[src/rtl/charnum_if.sv]
`default_nettype none
// +----------------------------------------------------------------------------+
// | charnum_if : start/done handshake and operand/result bundle for charnum    |
// | Revision   : 1.0                                                           |
// +----------------------------------------------------------------------------+
interface charnum_if #(
    parameter int DIGITS = 10,
    parameter int WORD_W = 30,
    parameter int BYTE_W = 6
);
    logic                       start;
    logic                       mode;
    logic [WORD_W-1:0]          in_bin;
    logic [DIGITS*BYTE_W-1:0]   in_chars;
    logic                       busy;
    logic                       done;
    logic [DIGITS*BYTE_W-1:0]   out_chars;
    logic [WORD_W-1:0]          out_bin;
    logic                       ovf;

    modport master (
        output start, mode, in_bin, in_chars,
        input  busy, done, out_chars, out_bin, ovf
    );

    modport slave (
        input  start, mode, in_bin, in_chars,
        output busy, done, out_chars, out_bin, ovf
    );
endinterface
`default_nettype wire

[src/rtl/charnum.sv]
`default_nettype none
// +----------------------------------------------------------------------------+
// | charnum : multicycle MIX CHAR/NUM radix converter, one decimal digit/clock |
// | Revision: 1.0                                                              |
// +----------------------------------------------------------------------------+
module charnum #(
    parameter int DIGITS    = 10,
    parameter int WORD_W    = 30,
    parameter int BYTE_W    = 6,
    parameter int ZERO_CODE = 30
) (
    input  logic     clk,
    input  logic     rst_n,
    charnum_if.slave bus
);
    localparam int                 c_CW    = WORD_W + 4;
    localparam int                 c_TW    = DIGITS * BYTE_W;
    localparam int                 c_NW    = (DIGITS > 1) ? $clog2(DIGITS) : 1;
    localparam logic [c_NW-1:0]    c_LAST  = c_NW'(DIGITS - 1);
    localparam logic [c_CW-1:0]    c_TEN_C = c_CW'(10);
    localparam logic [BYTE_W-1:0]  c_TEN_B = BYTE_W'(10);
    localparam logic [WORD_W-1:0]  c_TEN_W = WORD_W'(10);

    // Number of decimal digits in the largest WORD_W-bit value.
    function automatic int digits_needed();
        logic [WORD_W-1:0] m;
        int                n;
        m = '1;
        n = 0;
        while (m != '0) begin
            m = m / c_TEN_W;
            n = n + 1;
        end
        return n;
    endfunction

    // Powers that do not fit the compare width saturate; they always yield d=0.
    function automatic logic [c_CW-1:0] pow10(input int e);
        logic [c_CW+3:0] v;
        logic            sat;
        v   = (c_CW+4)'(1);
        sat = 1'b0;
        for (int i = 0; i < e; i++) begin
            if (!sat) begin
                v   = v * (c_CW+4)'(10);
                sat = |v[c_CW+3:c_CW];
            end
        end
        return sat ? '1 : v[c_CW-1:0];
    endfunction

    localparam int c_NEED = digits_needed();

    if (DIGITS < c_NEED) begin : g_bad_digits
        $fatal(1, "charnum: DIGITS too small to represent every WORD_W-bit value");
    end

    typedef enum logic [0:0] {
        S_IDLE = 1'b0,
        S_RUN  = 1'b1
    } state_t;

    state_t             r_state;
    logic               r_mode;
    logic [c_NW-1:0]    r_cnt;
    logic [WORD_W-1:0]  r_rem;
    logic [c_TW-1:0]    r_src;
    logic               r_busy;
    logic               r_done;
    logic               r_ovf;
    logic [c_TW-1:0]    r_out_chars;
    logic [WORD_W-1:0]  r_out_bin;

    logic [c_CW-1:0]    w_pow [DIGITS];
    logic [c_CW-1:0]    w_p;
    logic [3:0]         w_digit;
    logic [WORD_W-1:0]  w_dp;
    logic [BYTE_W-1:0]  w_code;
    logic [BYTE_W-1:0]  w_byte;
    logic [BYTE_W-1:0]  w_mod;
    logic [c_CW-1:0]    w_sum;

    for (genvar k = 0; k < DIGITS; k++) begin : g_pow
        assign w_pow[k] = pow10(DIGITS - 1 - k);
    end

    assign w_p = w_pow[r_cnt];

    // CHAR digit: count how many multiples of the current power fit in the remainder.
    always_comb begin
        w_digit = 4'd0;
        for (int j = 1; j < 10; j++) begin
            if ((c_CW+4)'(j) * {4'b0000, w_p} <= {8'b0000_0000, r_rem}) begin
                w_digit = 4'(j);
            end
        end
    end

    // d*P never exceeds the remainder, so the low WORD_W bits are exact.
    assign w_dp   = w_p[WORD_W-1:0] * WORD_W'(w_digit);
    assign w_code = BYTE_W'(32'(w_digit) + ZERO_CODE);

    assign w_byte = r_src[c_TW-1 -: BYTE_W];
    assign w_mod  = w_byte % c_TEN_B;
    assign w_sum  = {4'b0000, r_out_bin} * c_TEN_C + c_CW'(w_mod);

    always_ff @(posedge clk or negedge rst_n) begin
        if (!rst_n) begin
            r_state     <= S_IDLE;
            r_mode      <= 1'b0;
            r_cnt       <= '0;
            r_rem       <= '0;
            r_src       <= '0;
            r_busy      <= 1'b0;
            r_done      <= 1'b0;
            r_ovf       <= 1'b0;
            r_out_chars <= '0;
            r_out_bin   <= '0;
        end else begin
            r_done <= 1'b0;
            case (r_state)
                S_IDLE: begin
                    if (bus.start) begin
                        r_state <= S_RUN;
                        r_busy  <= 1'b1;
                        r_mode  <= bus.mode;
                        r_rem   <= bus.in_bin;
                        r_src   <= bus.in_chars;
                        r_cnt   <= '0;
                        r_ovf   <= 1'b0;
                        if (bus.mode) begin
                            r_out_bin <= '0;
                        end else begin
                            r_out_chars <= '0;
                        end
                    end
                end
                S_RUN: begin
                    if (r_mode) begin
                        r_out_bin <= w_sum[WORD_W-1:0];
                        r_ovf     <= r_ovf | (|w_sum[c_CW-1:WORD_W]);
                        r_src     <= r_src << BYTE_W;
                    end else begin
                        r_rem       <= r_rem - w_dp;
                        r_out_chars <= (r_out_chars << BYTE_W) | c_TW'(w_code);
                    end
                    if (r_cnt == c_LAST) begin
                        r_state <= S_IDLE;
                        r_busy  <= 1'b0;
                        r_done  <= 1'b1;
                    end else begin
                        r_cnt <= r_cnt + 1'b1;
                    end
                end
                default: r_state <= S_IDLE;
            endcase
        end
    end

    assign bus.busy      = r_busy;
    assign bus.done      = r_done;
    assign bus.out_chars = r_out_chars;
    assign bus.out_bin   = r_out_bin;
    assign bus.ovf       = r_ovf;

endmodule
`default_nettype wire

[src/flat_wrapper.sv]
// flat-port wrapper written by rule: the top's interface ports become plain ports
module charnum_flat 
#(
    parameter int DIGITS    = 10,
    parameter int WORD_W    = 30,
    parameter int BYTE_W    = 6,
    parameter int ZERO_CODE = 30
)
  (clk, rst_n, bus_start, bus_mode, bus_in_bin, bus_in_chars, bus_busy, bus_done, bus_out_chars, bus_out_bin, bus_ovf);
  charnum_if #(.DIGITS(DIGITS), .WORD_W(WORD_W), .BYTE_W(BYTE_W)) bus_i ();
  input  logic clk;
  input  logic rst_n;
  input wire logic [$bits(bus_i.start)-1:0] bus_start;
  input wire logic [$bits(bus_i.mode)-1:0] bus_mode;
  input wire logic [$bits(bus_i.in_bin)-1:0] bus_in_bin;
  input wire logic [$bits(bus_i.in_chars)-1:0] bus_in_chars;
  output wire logic [$bits(bus_i.busy)-1:0] bus_busy;
  output wire logic [$bits(bus_i.done)-1:0] bus_done;
  output wire logic [$bits(bus_i.out_chars)-1:0] bus_out_chars;
  output wire logic [$bits(bus_i.out_bin)-1:0] bus_out_bin;
  output wire logic [$bits(bus_i.ovf)-1:0] bus_ovf;
  assign bus_i.start = bus_start;
  assign bus_i.mode = bus_mode;
  assign bus_i.in_bin = bus_in_bin;
  assign bus_i.in_chars = bus_in_chars;
  assign bus_busy = bus_i.busy;
  assign bus_done = bus_i.done;
  assign bus_out_chars = bus_i.out_chars;
  assign bus_out_bin = bus_i.out_bin;
  assign bus_ovf = bus_i.ovf;
  charnum #(.DIGITS(DIGITS), .WORD_W(WORD_W), .BYTE_W(BYTE_W), .ZERO_CODE(ZERO_CODE)) u_core (.clk(clk), .rst_n(rst_n), .bus(bus_i));
endmodule
[config.mk]
export PLATFORM = sky130hd
export DESIGN_NAME = charnum_flat
export DESIGN_NICKNAME = d
export VERILOG_FILES = /design/src/rtl/charnum_if.sv /design/src/rtl/charnum.sv /design/src/flat_wrapper.sv
export SDC_FILE = /design/constraint.sdc
export NUM_CORES = 1
export LEC_CHECK = 0
export BUFFER_PORTS_ARGS = -buffer_cell sky130_fd_sc_hd__buf_2
export CORE_UTILIZATION = 65
export DETAILED_ROUTE_END_ITERATION = 6
export GPL_ROUTABILITY_DRIVEN = 1
export GPL_TIMING_DRIVEN = 0
export PLACE_DENSITY = 0.89
export SLEW_MARGIN = 25
export SYNTH_ARGS = -nofsm -noshare
export SYNTH_HDL_FRONTEND = slang
export SYNTH_SLANG_ARGS = --single-unit
[constraint.sdc]
create_clock -name clk -period 29.5 [get_ports clk]
set_input_delay 5.9 -clock clk [delete_from_list [all_inputs] [get_ports clk]]
set_output_delay 5.9 -clock clk [all_outputs]
set_load 0.02 [all_outputs]
==> summary.md <==
| Metric | Value |
|---|---|
| Layout cell share with drive strength beyond 1 | `around 9.2%` |
| Compound-Gate Fraction of Synth Area | `21.8%` |
| Post-Synth Simple-Gate Area | `between 10% and 20%` |
| Initial DRC Count | `around 2600` |
| Worst hold path type | `reg -> reg` |
| Clk slew on worst S/H paths | `90 ps` |
| Critical Path RT | `29800 ps` |
| FF/Latch Area | `0.00473 mm2` |
| Critical Path End Type | `flip-flop` |
| Vias/cell | `6.59` |
| Post-synth ARST share | `100%` |
| CP top delay family | `compound AO/OA/AOI/OAI gates` |
| Post-synthesis mux area share | `2.86%` |
| CTS tree | `yes` |
| Largest family of logic cells by synthesized area | `adder cells` |
| CTS Buf Count | `17` |
| 1st-pass router iterations | `5` |
| Max Cap Viol | `0` |
| Worst path max stage delay | `around 700 ps` |
| CP bufs+invs | `10` |
| Core Rows | `72` |
| H-tree depth | `4` |
| Synth Area in XOR/XNOR | `6.49%` |
| Layout area overhead | `9.11%` |
| DP Cell Count | `3796` |
| Total I/O pin count | `approximately 190` |
| Setup Crit Path Kind | `reg -> reg` |
| Register area share after synthesis | `18.2%` |
| Post-synthesis cell count | `3076` |
| # clock sinks | `~190` |
| Layout Nets | `3945` |
| Postcts setup bufs | `0` |
| DRC | `0` |
| Adder-Cell Fraction of Synth Area | `29.7%` |
| Final core occ | `between 70 and 80%` |
| Total track usage | `39.1%` |
| Area of the multi-input gates | `0.0200 mm2` |
| Clk Latency, worst-skew pair | `470 ps` |
| Count of unique library cells instantiated by Yosys | `96` |
| Setup TNS | `0 ps` |
| Post-Syn Area | `0.0260 mm2` |
| CTS resizes | `0` |
| Routed WL | `approximately 80000 um` |
| CTS max path bufs | `2` |
| Slew Limit Fails | `0` |
| Vias in the first global route | `25100` |
| # hold bufs at CTS | `0` |
| Post-route ant nets | `0` |
| Die Width | `202 um` |
| Die Y | `202 um` |
| Largest net degree at the start of global routing | `75` |
| Outcome | `complete, no violations` |
| Slowest-stage cell, CP | `o32ai_1` |
| CTS Root Cell | `clkbuf_16` |
| Period Utilization, post-route | `48.2%` |
| Slew margin rel. | `29.1%` |
| Synth cell count leaders | `452 x ha_1, 306 x nand2_1, 251 x inv_1` |
| Post-synth EDFFs | `0` |
| Core area | `0.0391 mm2` |
| Yosys top cell area share | `21.7%` |
| Critical Path Fanout Max | `12` |
| Initial Utilization | `66.6%` |
| Leading area contributor after synthesis | `ha_1` |
| Initial antenna violation count | `6` |
| Ranking of synthesized cells by area | `ha_1 22%, dfrtp_1 18%, fa_1 7.8%` |
| Worst setup SP type | `flip-flop` |
| Die footprint | `0.0409 mm2` |
| Fmax | `70.3 MHz` |
| I/O Buffers | `between 150 and 200` |
| Routed len/inst | `21.0 um` |
| Post-synth top flop | `dfrtp_1` |
| First-pass GRT wire length | `129000 um` |
| Yosys reg bits | `189` |
| Worst Tran Pin Value | `1050 ps` |
| Routed vias | `between 20000 and 30000` |
| Final Hold Fails | `0` |
| Endpoints failing setup | `0` |
| Post-DP HPWL | `63700 um` |
| GRT Residual Overflow | `0` |
| Tmin final | `14230 ps` |
| YS warnings | `0` |
| Crit path top cell by count | `o21ai_0` |
| Final instance count without filler cells | `3834` |
| Avg Synthesized Cell Area | `approximately 8.5 um2` |
| WP data arrival | `~15000 ps` |
| Most frequent cell after synthesis | `ha_1` |
| Fillers | `2962` |
| RD Place Congestion | `~1` |
| RSZ-0062 raised after global routing | `no` |
| Final setup skew | `roughly 17 ps` |
per-layer routing:
layer  part of all wire (%)  GRT usage [%]  vias to the layer above
met5                  0.035              0                        -
met4                    4.4           18.8                        4
met3                     10           9.06                      315
met2                     45           63.0                     1395
met1                     40           49.3                    12100
li1                       -              -                    11500
path summary, 6_finish.rpt:
path / slack, ps / to / depth (start not counted) / startpoint
max: 15270 / u_core.r_rem[27]$_DFFE_PN0P_ / 49 / u_core.r_cnt[0]$_DFFE_PN0P_
min: 490 / u_core.r_src[38]$_DFFE_PN0P_ / 2 / u_core.r_src[38]$_DFFE_PN0P_
max reg2reg: 15270 / u_core.r_rem[27]$_DFFE_PN0P_ / 49 / u_core.r_cnt[0]$_DFFE_PN0P_
min reg2reg: 490 / u_core.r_src[38]$_DFFE_PN0P_ / 2 / u_core.r_src[38]$_DFFE_PN0P_
max in group asynchronous: 23440 / u_core.r_src[12]$_DFFE_PN0P_ / 2 / rst_n
min in group asynchronous: 5340 / u_core.bus.out_bin[7]$_DFFE_PN0P_ / 1 / rst_n
sequential cells by signal (all words and copies together) (netlist names):
name                  cells
u_core.r_rem             30
u_core.r_state            1
u_core.bus.out_bin       30
u_core.bus.ovf            1
u_core.r_mode             1
u_core.r_src             60
u_core.bus.out_chars     60
u_core.r_cnt              4
u_core.bus.busy           1
u_core.bus.done           1
kinds of logic after synthesis:
| logic type | after synthesis |
|---|---|
| adder cells (fa/ha/maj) | 557 |
| AND/OR/NAND/NOR | 846 |
| XOR/XNOR | 193 |
| buffers and inverters | 360 |
| AO/OA/AOI/OAI | 855 |
| flip-flops | 189 |
| multiplexers | 74 |
| other | 2 |
final cells by class:
cell class | instances | area share (%)
antenna | 7 | 0.0617
clock inverter | 14 | 0.507
inverter | 259 | 3.44
sequential | 189 | 16.7
timing repair buffer | 193 | 3.78
multi-input combinational | 2536 | 70.3
buffer | 101 | 1.52
tap | 518 | 2.28
clock buffer | 17 | 1.50
worst reg2reg max path: cells and delay by family, from the launching register on:
family	cells	cell delay [ps]
AOI/OAI and AO/OA	17	5190
DFF	1	580
xor gates and xnor gates	1	110
buffers and inverters	10	2530
and+or+nand+nor	14	3000
adders and majority gates	7	2680
cell usage in the layout, fill, tap and decap left out, types with 20 or more instances in the layout:
cell | synthesis | routed
a22o_1 | 69 | 69
nand2_1 | 306 | 306
nor3_1 | 59 | 59
nor2b_1 | 36 | 36
and3_1 | 23 | 23
nor2_1 | 175 | 169
nand4_1 | 56 | 56
xnor2_1 | 141 | 141
a211oi_1 | 30 | 30
buf_2 | 12 | 196
a21o_1 | 99 | 99
inv_1 | 251 | 251
o21ai_0 | 223 | 223
a21oi_1 | 182 | 181
ha_1 | 452 | 452
nand2b_1 | 20 | 20
nand3_1 | 53 | 53
o21a_1 | 37 | 37
fa_1 | 102 | 102
dfrtp_1 | 189 | 189
mux2i_1 | 72 | 72
o21bai_1 | 23 | 23
clkbuf_1 | 66 | 65
and2_1 | 22 | 22
a31oi_1 | 27 | 27
or2_2 | 23 | 23
xor2_1 | 52 | 52
through the flow:
step           setup WS, ps  hold WS [ps]  area (um2)
2_1_floorplan         19070           450       26100
3_3_place_gp          15600           463       27600
3_5_place_dp          16040           472       27800
4_1_cts               15910           489       28400
5_1_grt               14700           515       28400
6_report              15270           488       28400
Power is left out: the tool's default activity adds up to more than one toggle a clock period on the data nets, which glitch-free logic cannot reach.
